### src/rtl/flip_sequencer.sv
//------------------------------------------------------------------------------
// flip_sequencer
//
// Purpose:
//   Initiator-side controller for the word adapter's st_read/st_write
//   interface. Walks a rectangle of multi-byte words stored in byte-wide BRAM
//   in row-major order. For every word it requests a read, waits for
//   flip_ready, byte-reverses the returned word, requests a write-back to the
//   same address and waits for wrt_done. The adapter is the only BRAM master;
//   this block only issues one-cycle requests and waits for the acks.
//
// Parameters:
//   DATA_WIDTH      bits per BRAM byte lane
//   WORD_BYTES      bytes per word (also the column address step)
//   TIMEOUT_CYCLES  cycles to wait for an ack before aborting the pass (>= 2)
//
// Ports:
//   clk          in   system clock, rising edge
//   reset        in   asynchronous, active-high reset
//   start        in   begin a rectangle pass (only looked at while idle)
//   rect_base    in   byte address of word (row 0, col 0)
//   rect_cols    in   words per row (0 = empty rectangle)
//   rect_rows    in   rows (0 = empty rectangle)
//   row_pitch    in   byte stride between rows
//   st_read      out  one-cycle read request to the adapter
//   st_write     out  one-cycle write request to the adapter
//   base_addr    out  word byte address, held through the ack
//   write_data   out  byte-reversed word, held through wrt_done
//   read_data    in   word from the adapter, valid with flip_ready
//   flip_ready   in   read complete (one-cycle pulse)
//   wrt_done     in   write complete (one-cycle pulse)
//   busy         out  high from start acceptance until done
//   done         out  one-cycle pulse at the end of a pass (normal or abort)
//   err          out  sticky timeout flag, cleared by the next accepted start
//   words_done   out  words fully written back in this pass (saturating)
//
// All outputs are registered. Request strobes, done and busy are produced by
// the datapath register block from the current state, so st_read appears in
// the cycle after RD_REQ, done in the cycle after DONE, and st_write in the
// cycle right after the flip_ready that completed the read.
//------------------------------------------------------------------------------
`timescale 1ns/1ps

module flip_sequencer #(
    parameter int DATA_WIDTH     = 8,
    parameter int WORD_BYTES     = 2,
    parameter int TIMEOUT_CYCLES = 64
) (
    input  logic                             clk,
    input  logic                             reset,
    input  logic                             start,
    input  logic [7:0]                       rect_base,
    input  logic [3:0]                       rect_cols,
    input  logic [3:0]                       rect_rows,
    input  logic [7:0]                       row_pitch,
    output logic                             st_read,
    output logic                             st_write,
    output logic [7:0]                       base_addr,
    output logic [WORD_BYTES*DATA_WIDTH-1:0] write_data,
    input  logic [WORD_BYTES*DATA_WIDTH-1:0] read_data,
    input  logic                             flip_ready,
    input  logic                             wrt_done,
    output logic                             busy,
    output logic                             done,
    output logic                             err,
    output logic [7:0]                       words_done
);

    localparam int                WORD_W    = WORD_BYTES * DATA_WIDTH;
    localparam int                TCNT_W    = $clog2(TIMEOUT_CYCLES);
    localparam logic [7:0]        COL_STEP  = 8'(WORD_BYTES);
    localparam logic [TCNT_W-1:0] TCNT_LAST = TCNT_W'(TIMEOUT_CYCLES - 1);

    typedef enum logic [2:0] {
        IDLE,
        RD_REQ,
        RD_WAIT,
        WR_REQ,
        WR_WAIT,
        ADVANCE,
        DONE
    } state_t;

    state_t state;
    state_t state_next;

    // Pass parameters captured at start acceptance.
    logic [3:0] cols_q;
    logic [3:0] rows_q;
    logic [7:0] pitch_q;

    // Walk position. row_base and col_off track the byte address
    // incrementally, so no multiplier is needed; both wrap modulo 256.
    logic [3:0] col;
    logic [3:0] row;
    logic [7:0] row_base;
    logic [7:0] col_off;

    logic [TCNT_W-1:0] tcount;

    // Decoded conditions shared by the FSM and the datapath.
    logic              accept;
    logic              empty_rect;
    logic              rd_ack;
    logic              wr_ack;
    logic              wait_expired;
    logic              col_last;
    logic              last_word;
    logic [WORD_W-1:0] flipped;

    //--------------------------------------------------------------------------
    // Condition decode
    //--------------------------------------------------------------------------
    // NOTE: every signal written in an always_comb gets a default at the top,
    // so no path through the block can leave it unassigned and infer a latch.
    always_comb begin
        accept       = 1'b0;
        empty_rect   = 1'b0;
        rd_ack       = 1'b0;
        wr_ack       = 1'b0;
        wait_expired = 1'b0;
        col_last     = 1'b0;
        last_word    = 1'b0;

        accept     = (state == IDLE) && start;
        empty_rect = (rect_cols == 4'd0) || (rect_rows == 4'd0);

        // Only the ack belonging to the current wait state counts; the other
        // one, and any ack outside a wait state, is ignored.
        rd_ack = (state == RD_WAIT) && flip_ready;
        wr_ack = (state == WR_WAIT) && wrt_done;

        // tcount is 0 in the first waiting cycle, so reaching TCNT_LAST with
        // no ack means TIMEOUT_CYCLES waiting cycles have gone by.
        wait_expired = (((state == RD_WAIT) && !flip_ready) ||
                        ((state == WR_WAIT) && !wrt_done)) &&
                       (tcount == TCNT_LAST);

        col_last  = (col == cols_q - 4'd1);
        last_word = col_last && (row == rows_q - 4'd1);
    end

    // Byte reversal: byte b of the write word is byte (WORD_BYTES-1-b) of
    // the read word.
    always_comb begin
        flipped = '0;
        for (int b = 0; b < WORD_BYTES; b++) begin
            flipped[b*DATA_WIDTH +: DATA_WIDTH] =
                read_data[(WORD_BYTES-1-b)*DATA_WIDTH +: DATA_WIDTH];
        end
    end

    //--------------------------------------------------------------------------
    // FSM: state register
    //--------------------------------------------------------------------------
    // NOTE: sequential blocks use non-blocking assignments only, so every
    // register samples pre-edge values regardless of statement order.
    always_ff @(posedge clk or posedge reset) begin
        if (reset) begin
            state <= IDLE;
        end else begin
            state <= state_next;
        end
    end

    //--------------------------------------------------------------------------
    // FSM: next-state logic
    //--------------------------------------------------------------------------
    always_comb begin
        state_next = state;
        unique case (state)
            IDLE: begin
                if (accept) begin
                    state_next = empty_rect ? DONE : RD_REQ;
                end
            end
            RD_REQ: begin
                state_next = RD_WAIT;
            end
            RD_WAIT: begin
                if (rd_ack) begin
                    state_next = WR_REQ;
                end else if (wait_expired) begin
                    state_next = DONE;
                end
            end
            WR_REQ: begin
                state_next = WR_WAIT;
            end
            WR_WAIT: begin
                if (wr_ack) begin
                    state_next = ADVANCE;
                end else if (wait_expired) begin
                    state_next = DONE;
                end
            end
            ADVANCE: begin
                state_next = last_word ? DONE : RD_REQ;
            end
            DONE: begin
                state_next = IDLE;
            end
            default: begin
                state_next = IDLE;
            end
        endcase
    end

    //--------------------------------------------------------------------------
    // Datapath and registered outputs
    //--------------------------------------------------------------------------
    always_ff @(posedge clk or posedge reset) begin
        if (reset) begin
            st_read    <= 1'b0;
            st_write   <= 1'b0;
            base_addr  <= '0;
            write_data <= '0;
            busy       <= 1'b0;
            done       <= 1'b0;
            err        <= 1'b0;
            words_done <= '0;
            cols_q     <= '0;
            rows_q     <= '0;
            pitch_q    <= '0;
            col        <= '0;
            row        <= '0;
            row_base   <= '0;
            col_off    <= '0;
            tcount     <= '0;
        end else begin
            // Single-cycle strobes: high for exactly one cycle each.
            st_read  <= (state == RD_REQ);
            st_write <= rd_ack;
            done     <= (state == DONE);

            if (accept) begin
                cols_q     <= rect_cols;
                rows_q     <= rect_rows;
                pitch_q    <= row_pitch;
                row_base   <= rect_base;
                col_off    <= '0;
                col        <= '0;
                row        <= '0;
                err        <= 1'b0;
                words_done <= '0;
                busy       <= 1'b1;
            end

            // busy drops in the same cycle that done rises.
            if (state == DONE) begin
                busy <= 1'b0;
            end

            // The address is computed once per word and then held through
            // both the read and the write-back.
            if (state == RD_REQ) begin
                base_addr <= row_base + col_off;
            end

            // The timeout counter restarts on entry to each wait state.
            if ((state == RD_REQ) || (state == WR_REQ)) begin
                tcount <= '0;
            end else if ((state == RD_WAIT) || (state == WR_WAIT)) begin
                tcount <= tcount + TCNT_W'(1);
            end

            // read_data is only valid with flip_ready; reverse it on the way in
            // so write_data is ready alongside st_write.
            if (rd_ack) begin
                write_data <= flipped;
            end

            if (wr_ack && (words_done != 8'hFF)) begin
                words_done <= words_done + 8'd1;
            end

            // An aborted word is not counted; err stays set until next start.
            if (wait_expired) begin
                err <= 1'b1;
            end

            if (state == ADVANCE) begin
                if (col_last) begin
                    col      <= '0;
                    col_off  <= '0;
                    row      <= row + 4'd1;
                    row_base <= row_base + pitch_q;
                end else begin
                    col     <= col + 4'd1;
                    col_off <= col_off + COL_STEP;
                end
            end
        end
    end

endmodule

### config.mk
export PLATFORM = sky130hd
export DESIGN_NAME = flip_sequencer
export DESIGN_NICKNAME = d
export VERILOG_FILES = /design/src/rtl/flip_sequencer.sv
export SDC_FILE = /design/constraint.sdc
export NUM_CORES = 1
export LEC_CHECK = 0
export ABC_AREA = 1
export ABC_CLOCK_PERIOD_IN_PS = 6650
export CAP_MARGIN = 30
export CORE_ASPECT_RATIO = 0.6
export CORE_MARGIN = 2
export CORE_UTILIZATION = 50
export DETAILED_ROUTE_END_ITERATION = 10
export MAX_ROUTING_LAYER = met4
export PLACE_DENSITY = 0.87
export SLEW_MARGIN = 20
export SYNTH_ARGS = -nofsm -noshare
export SYNTH_HDL_FRONTEND = slang
export SYNTH_SLANG_ARGS = --single-unit
### constraint.sdc
create_clock -name clk -period 6.65 [get_ports clk]
set_clock_uncertainty 0.15 [all_clocks]
set_input_delay 1.33 -clock clk [delete_from_list [all_inputs] [get_ports clk]]
set_output_delay 1.33 -clock clk [all_outputs]
set_load 0.05 [all_outputs]
==> out/metrics.csv <==
metric,value,unit
fin nets,747,
routed len/inst,13.8,um
H-tree level count,3,
Tmin final,3160,ps
CTS tree,built,
Post-Synthesis Cells,598,
crit path cell chain,clkdlybuf4s50_1,
cts hold-fix bufs,0,
Port Buf Inserts,81,
ANT nets after route,0,
setup bufs post-CTS,0,
Final Slew Violations,0,
worst-case clock buffer depth,2,
final setup fails,0,
clk slew on worst S/H paths,60,ps
Post-Syn Area,0.00463,mm2
P&R area growth vs syn,26.4,%
CTS Root Cell,clkbuf_16,
die area,0.0101,mm2
Routed Wire Length,11100,um
GR Overflow Total,0,
multi-input gate area in the final layout,0.00219,mm2
synth warn,0,
chip width,128,um
status,finished clean,
sequential fraction of the synthesis area,0.460,
worst min path class,flop to flop,
Tot GR Track Use,0.241,
first-pass GRT wire length,18600,um
Setup Total Neg Slack,0,ps
Crit path largest cell delay,860,ps
vias in the first global route,4037,
Worst setup EP type,output port,
Post-Syn Area per Cell,7.74,um2
arrival time at the worst endpoint,1680,ps
# rows,27,
Power Density,453,mW/mm2
hpwl dp,7970,um
prevailing post-synth register cell,dfrtp_1,
MaxCap Viol Count,0,
RSZ-0062 raised after global routing,false,
die height,78.5,um
Fin. Hold Viols,0,
"Period Utilization, post-route",0.475,
Clock Latency Late Sink,340,ps
RePlAce Congestion,0.868,
DRC,0,
kind of critical path,flop to output port,
TritonRoute pass-1 iters,5,
Synth area leader,dfrtp_1,
Final Util,0.643,
worst-path fanout max,8,
"EDFF count, synth",0,
ranking of synthesized cells by area,"dfrtp_1 (46%), nand2_1 (19%), ha_1 (5.4%), inv_1 (4.8%), nand3_1 (4.5%)",
post-synth net total,664,
FILL cells,726,
Detailed Route Iter0 Violations,319,
Relative slew margins,0.645,
Worst VDD drop,181,uV
crit path launch type,flop,
DR vias/cell,5.16,
initial antenna violation count,0,
antenna cell count,0,
# IOs,82,
Yosys top cell area share,0.460,
Worst Tran Pin Value,530,ps
Starting Density,0.509,
post-CTS sizing,0,
critical path's top delay family,buffers and inverters,
largest net degree at the start of global routing,51,
storage element area,0.00213,mm2
TritonCTS Buffers,9,
commonest cells in the netlist,"nand2_1 (229), dfrtp_1 (85), inv_1 (59)",
"flops & latches, synth",85,
Synth cell types,32,
clock sinks,85,
Leakage,2.88,nW
Vias,4135,
Worst Path Required,5170,ps
slowest library cell on the worst path,clkdlybuf4s50_1,
Core Box Area,0.00909,mm2
fraction of layout cells with a size suffix above 1,0.0641,
CP Buf/Inv Count,1,
cell with the most instances after synthesis,nand2_1,
fmax,317,MHz
ys async rst share,1.00,
==> sequential cells by signal, indices dropped and copies added (netlist names), 6 cells and up <==
name,count
base_addr,8
col_off,7
pitch_q,8
row_base,8
tcount,6
words_done,8
write_data,16
==> worst min-delay path, cell delays in order, from the launching register on <==
cell and delay [ps]:
dfrtp_1 340, nand2_1 50, nand2_1 50
==> worst paths after layout <==
kind,start,end,slack (ps),cells past startpoint
setup / recovery,words_done[4],words_done[4],3490,1
hold / removal,write_data[7],write_data[7],320,2
setup reg to reg,state[0],row_base[1],4530,8
hold reg to reg,write_data[7],write_data[7],320,2
max in group asynchronous,reset,words_done[2],4470,4
min in group asynchronous,reset,base_addr[2],1270,3
==> final cells by class <==
cell class	count	share of cell area
multi-input cells	438	0.374
flip-flops and latches	85	0.364
repair buffers	83	0.145
inverters	64	0.0413
clock buffers	10	0.0409
well taps	116	0.0248
clock inverters	6	0.0107
==> stage by stage <==
stage / setup WS, ps / hold slack, ps / power [mW] / instances / cell area, um2
finish: 3490 / 324 / 2.65 / 802 / 5850
CTS: 3480 / 324 / 2.65 / 802 / 5850
detailed placement: 3490 / 310 / 2.13 / 786 / 5550
global placement: 3580 / 304 / 2.07 / 785 / 5520
global route: 3440 / 349 / 2.84 / 802 / 5850
floorplan: 2980 / 305 / 1.76 / 598 / 4630
==> power by group <==
part | leakage, nW | internal, mW | switching (mW)
combinational | 1.63 | 0.445 | 0.861
sequential | 1.10 | 0.692 | 0.145
clock | 0.140 | 0.300 | 0.206
total | 2.88 | 1.44 | 1.21
==> logic make-up after synthesis <==
kind of cell | count (synthesis) | synth area share
DFF | 85 | 0.460
buffers and inverters | 75 | 0.0676
xor gates and xnor gates | 17 | 0.0322
AOI/OAI and AO/OA | 69 | 0.0822
adders and majority gates | 21 | 0.0584
and+or+nand+nor | 331 | 0.300
==> layout by cell type, fill, tap and decap left out, types with 2 or more instances in the layout <==
cell type        count
a31oi_1              2
nor2_1              30
nand3_1             42
nor2_2               4
nand2_2              4
nand4_1              9
xnor2_1              7
clkinv_2             3
a21oi_1             15
nand2_1            229
inv_1               58
o21ai_0             37
clkdlybuf4s50_1     81
inv_2                5
xor2_1              10
nor3_1               5
nor2_4               2
clkbuf_16            9
nand3_2              2
a31o_2               2
ha_1                20
or2_2                3
o22ai_1              6
o21ai_2              2
clkinvlp_4           3
dfrtp_1             85
==> per-layer routing <==
layer,GRT usage,vias up,routed length [um]
met5,-,-,0
met4,0.0824,0,159
met3,0.0477,17,486
met2,0.373,93,5270
met1,0.319,1951,5170
li1,-,2074,-
Note: power is estimated with default switching activity, not from simulation.
